<file path="src/rtl/karatsuba_pkg.sv">
// Shared types and elaboration helpers for the GF(2)[x] multiplier library.
package karatsuba_pkg;

    typedef enum logic [1:0] {
        ST_IDLE    = 2'd0,
        ST_RUN     = 2'd1,
        ST_COMBINE = 2'd2
    } kara_state_e;

    function automatic int ceil_div(input int num, input int den);
        return (num + den - 1) / den;
    endfunction

    // Smallest r with 2**r >= v; returns at least 1 so counters never collapse to 0 bits.
    function automatic int clog2(input int v);
        int r;
        r = 1;
        for (int i = 1; i < 31; i++) begin
            if ((1 << i) < v) r = i + 1;
        end
        return r;
    endfunction

endpackage

</file>
<file path="src/rtl/clmul_digit_serial.sv">
// Digit-serial carry-less multiplier: consumes DIGIT bits of y per cycle, LSB first.
module clmul_digit_serial
#(
    parameter int N     = 117,
    parameter int DIGIT = 1
)
(
    input  logic             clk,
    input  logic             rst,
    input  logic             load,
    input  logic [N-1:0]     x,
    input  logic [N-1:0]     y,
    output logic [2*N-2:0]   p
);
    localparam int PW = 2*N - 1;

    logic [PW-1:0] r_x;
    logic [PW-1:0] r_acc;
    logic [N-1:0]  r_y;
    logic [PW-1:0] w_part;

    // Once y has shifted out to zero the accumulator stops changing, so no enable is needed.
    always_comb begin
        w_part = '0;
        for (int j = 0; j < DIGIT; j++) begin
            if (r_y[j]) w_part = w_part ^ (r_x << j);
        end
    end

    always_ff @(posedge clk) begin
        if (rst) begin
            r_x   <= '0;
            r_y   <= '0;
            r_acc <= '0;
        end else if (load) begin
            r_x   <= {{(PW-N){1'b0}}, x};
            r_y   <= y;
            r_acc <= '0;
        end else begin
            r_acc <= r_acc ^ w_part;
            r_x   <= r_x << DIGIT;
            r_y   <= r_y >> DIGIT;
        end
    end

    assign p = r_acc;

endmodule

</file>
<file path="src/rtl/seq_karatsuba_gf2.sv">
// Sequential one-level Karatsuba GF(2)[x] multiplier built on three digit-serial sub-products.
module seq_karatsuba_gf2
    import karatsuba_pkg::*;
#(
    parameter int WIDTH = 233,
    parameter int DIGIT = 1
)
(
    input  logic                 clk,
    input  logic                 rst,
    input  logic                 start,
    input  logic [WIDTH-1:0]     a,
    input  logic [WIDTH-1:0]     b,
    output logic                 busy,
    output logic                 done,
    output logic [2*WIDTH-1:0]   c
);
    localparam int L  = WIDTH / 2;
    localparam int H  = WIDTH - L;
    localparam int K  = ceil_div(H, DIGIT);
    localparam int CW = clog2(K + 1);
    localparam int PW = 2*H - 1;
    localparam logic [CW-1:0] CNT_LAST = CW'(K - 1);

    kara_state_e          r_state;
    kara_state_e          w_state_next;
    logic [CW-1:0]        r_cnt;
    logic                 r_done;
    logic [2*WIDTH-1:0]   r_c;
    logic                 w_load;

    logic [H-1:0]         w_ah, w_al, w_bh, w_bl, w_am, w_bm;
    logic [PW-1:0]        w_phh, w_pll, w_pm;
    logic [2*WIDTH-1:0]   w_hh, w_ll, w_mid, w_comb;

    // Low halves are zero-extended to H bits so all three sub-products share one size.
    always_comb begin
        w_ah = a[WIDTH-1:L];
        w_bh = b[WIDTH-1:L];
        w_al = '0;
        w_bl = '0;
        w_al[L-1:0] = a[L-1:0];
        w_bl[L-1:0] = b[L-1:0];
        w_am = w_ah ^ w_al;
        w_bm = w_bh ^ w_bl;
    end

    assign w_load = (r_state == ST_IDLE) && start;

    clmul_digit_serial #(.N(H), .DIGIT(DIGIT)) u_hh (
        .clk(clk), .rst(rst), .load(w_load), .x(w_ah), .y(w_bh), .p(w_phh)
    );
    clmul_digit_serial #(.N(H), .DIGIT(DIGIT)) u_ll (
        .clk(clk), .rst(rst), .load(w_load), .x(w_al), .y(w_bl), .p(w_pll)
    );
    clmul_digit_serial #(.N(H), .DIGIT(DIGIT)) u_mm (
        .clk(clk), .rst(rst), .load(w_load), .x(w_am), .y(w_bm), .p(w_pm)
    );

    // In GF(2) the middle term's subtractions become XORs.
    always_comb begin
        w_hh  = '0;
        w_ll  = '0;
        w_mid = '0;
        w_hh[PW-1:0]  = w_phh;
        w_ll[PW-1:0]  = w_pll;
        w_mid[PW-1:0] = w_pm ^ w_phh ^ w_pll;
        w_comb = (w_hh << (2*L)) ^ (w_mid << L) ^ w_ll;
    end

    always_comb begin
        w_state_next = r_state;
        case (r_state)
            ST_IDLE:    if (start) w_state_next = ST_RUN;
            ST_RUN:     if (r_cnt == CNT_LAST) w_state_next = ST_COMBINE;
            ST_COMBINE: w_state_next = ST_IDLE;
            default:    w_state_next = ST_IDLE;
        endcase
    end

    always_ff @(posedge clk) begin
        if (rst) begin
            r_state <= ST_IDLE;
            r_cnt   <= '0;
            r_done  <= 1'b0;
            r_c     <= '0;
        end else begin
            r_state <= w_state_next;
            r_done  <= (r_state == ST_COMBINE);
            if (r_state == ST_COMBINE) r_c <= w_comb;
            if ((r_state == ST_RUN) && (r_cnt != CNT_LAST)) r_cnt <= r_cnt + 1'b1;
            else                                              r_cnt <= '0;
        end
    end

    assign busy = (r_state == ST_RUN) || (r_state == ST_COMBINE);
    assign done = r_done;
    assign c    = r_c;

endmodule

</file>
<file path="config.mk">
export PLATFORM = sky130hd
export DESIGN_NAME = seq_karatsuba_gf2
export DESIGN_NICKNAME = d
export VERILOG_FILES = /design/src/rtl/karatsuba_pkg.sv /design/src/rtl/clmul_digit_serial.sv /design/src/rtl/seq_karatsuba_gf2.sv
export SDC_FILE = /design/constraint.sdc
export NUM_CORES = 2
export LEC_CHECK = 0
export CAP_MARGIN = 20
export CORE_MARGIN = 4
export CORE_UTILIZATION = 55
export CTS_CLUSTER_DIAMETER = 80
export DETAILED_ROUTE_END_ITERATION = 7
export HOLD_SLACK_MARGIN = 0.08
export PLACE_DENSITY = 0.79
export RECOVER_POWER = 100
export REMOVE_ABC_BUFFERS = 1
export SYNTH_ARGS = -nofsm -noshare
export SYNTH_HDL_FRONTEND = slang
export SYNTH_SLANG_ARGS = --single-unit
</file>
<file path="constraint.sdc">
create_clock -name clk -period 3.36 [get_ports clk]
set_input_delay 0.336 -clock clk [delete_from_list [all_inputs] [get_ports clk]]
set_output_delay 0.336 -clock clk [all_outputs]
set_load 0.005 [all_outputs]
</file>
==> metrics.txt <==
share of layout cells above drive strength 1=4.71%; post-DP HPWL=151 mm; clk buf depth=3; Core Rows=139; post-cts sizing count=0; Slew @ Worst Pin=1.70 ns; Slew Viols, Final=144; Max-Cap Viols=2; CP endpoint kind=flop; all-layer global routing usage=27.6%; Mapped Cells=7870; Die W=389 microns; Critical Path AT=3.51 ns; prevailing post-synth register cell=dfxtp_1; VDD IR max=0.486 mV; Lkg Pwr=36.5 nW; CTS buffer count=209; pwr/cell area=649 nW/um^2; Synth Register Bits=2222; number of failing hold endpoints at the final stage=0; synthesis-to-finish area growth=22.6%; utilization after layout=68.0%; register area share after synthesis=55.8%; Max Clock Skew=0.0335 ns; synth warn=0; Initial Utilization=55.4%; Area contributors post-synth=dfxtp_1, xnor2_1, xor2_1; Synth top area share=55.8%; relative slew slack=-13.7%; drt pass-1 iters=5; Post-Layout Cell Count=10767; number of synthesized flops with an enable pin=0; category of the most critical setup path=reg2reg; commonest cells in the netlist=dfxtp_1, nor2_1, nand2_1; GPL Wtd Cong=0.895; final WL=215 mm; io pins=937; Syn Area/Cell=10.1 sq um; Synth cell types=31; async set or reset register ratio after synthesis=0%; via count=56178; Max Fclk=356 MHz; area leader, netlist=dfxtp_1; fin crit period=2.81 ns; critical path startpoint category=flop; Nets=9136; CTS tree=done; Clock Root Buffer=clkbuf_16; failing checks=capacitance limit, slew limit; status=finished with violations; placed cell count=10349; total die area=151000 sq um; period utilization=83.5%; Worst Path Required=4.06 ns; TNS Setup=0 ns; global-route wire length before repair=329 mm; vias in the first global route=56633; clk sinks=2222; initial antenna violation count=49; Max H-tree Level=4; drt first-iter violations=3471; Setup Buffers After CTS=0; core area=144000 sq um; DR WL/cell=20.0 microns; Hold/Removal Path Class=in2reg; endpoints failing setup=0; Final ANT Viol Nets=0; RSZ-0062 raised after global routing=no; CTS clk-pin slew, worst paths=0.06 ns; CP Max Fanout=48; largest net degree at the start of global routing=184; PortBufs=935; hold slack final=0.153 ns; Worst-Skew Late Latency=0.82 ns; global route overflow=0; cell area after synthesis=79600 sq um; number of fill cells in the layout=10827; die height=389 microns; drt drc=0; vias per std cell=5.22; count of hold-fix buffers inserted at cts=3; most frequent cell after synthesis=dfxtp_1
-- worst max-delay path, cell delays in order (launching register included) --
cell      delay [ns]
dfxtp_2         1.39
clkbuf_1        0.84
nand2_1         0.18
xor2_1          0.20
nor2_1          0.05
-- report_power, final --
| group | leakage (nW) | switching, W | internal, W |
|---|---|---|---|
| combinational | 14.9 | 0.00529 | 0.00386 |
| clock | 3.53 | 0.0100 | 0.0140 |
| sequential | 18.0 | 0.00147 | 0.0287 |
-- sequential cells by signal, summed over array words and instances (netlist names) --
signal	cells
u_ll.r_x	233
u_mm.r_x	233
u_ll.p	233
c	465
u_hh.r_y	116
u_hh.r_x	233
u_ll.r_y	116
u_mm.r_y	117
u_hh.p	233
r_cnt	7
done	1
r_state	2
u_mm.p	233
-- kinds of logic after synthesis --
kind of cell    share of synthesized area (%)
compound gates                           8.74
flops                                    55.8
other cells                           0.00471
buf+inv                                  2.80
mux                                      2.97
simple gates                             12.8
xor+xnor                                 16.7
fa+ha+maj                               0.110
-- cell type report --
cell class | instances | area, sq um | share of cell area [%]
Sequential cell | 2222 | 44500 | 45.6
Tap cell | 1903 | 2380 | 2.44
Antenna cell | 35 | 87.6 | 0.0897
Clock buffer | 321 | 6380 | 6.53
Clock inverter | 59 | 742 | 0.760
Timing Repair Buffer | 1059 | 10600 | 10.8
Inverter | 5 | 18.8 | 0.0192
Multi-Input combinational cell | 5163 | 33000 | 33.8
-- per-stage QoR --
stage	worst slack (ns)	power, W	instance area (sq um)
CTS	0.821	0.0642	97900
global placement	0.901	0.0400	90800
detailed placement	0.840	0.0402	90800
floorplan	-17.40	0.0344	77400
finish	0.555	0.0634	97700
global route	0.386	0.0657	97600
-- final timing paths --
kind	start	endpoint	slack, ns	cells past startpoint
setup / recovery	u_mm.r_y[0]	u_mm.p[190]	0.55	4
hold / removal	b[115]	u_ll.r_y[115]	0.15	2
setup reg to reg	u_mm.r_y[0]	u_mm.p[190]	0.55	4
hold reg to reg	u_mm.r_y[9]	u_mm.r_y[8]	0.42	2
-- cells in the final DEF (no fill, tap or decap), drive strengths merged, types with 13 or more instances in the layout --
| master | instances |
|---|---|
| buf | 60 |
| dlygate4sd3 | 470 |
| xor2 | 704 |
| bufinv | 13 |
| clkbuf | 383 |
| a211oi | 231 |
| mux2i | 236 |
| nor2 | 1175 |
| clkdlybuf4s50 | 467 |
| xnor2 | 813 |
| a22o | 463 |
| clkinv | 38 |
| dfxtp | 2222 |
| diode | 35 |
| and2 | 353 |
| o21ai | 230 |
| nand2 | 931 |
-- layer usage --
metal / vias to the layer above / share of wire (%) / global-route usage, %
met5: - / 0.064 / 0
met4: 22 / 4.8 / 13.0
met3: 415 / 7.5 / 7.31
met2: 1603 / 48 / 46.1
met1: 27067 / 40 / 33.2
li1: 27071 / - / -
Power figures use the tool's default switching activity.
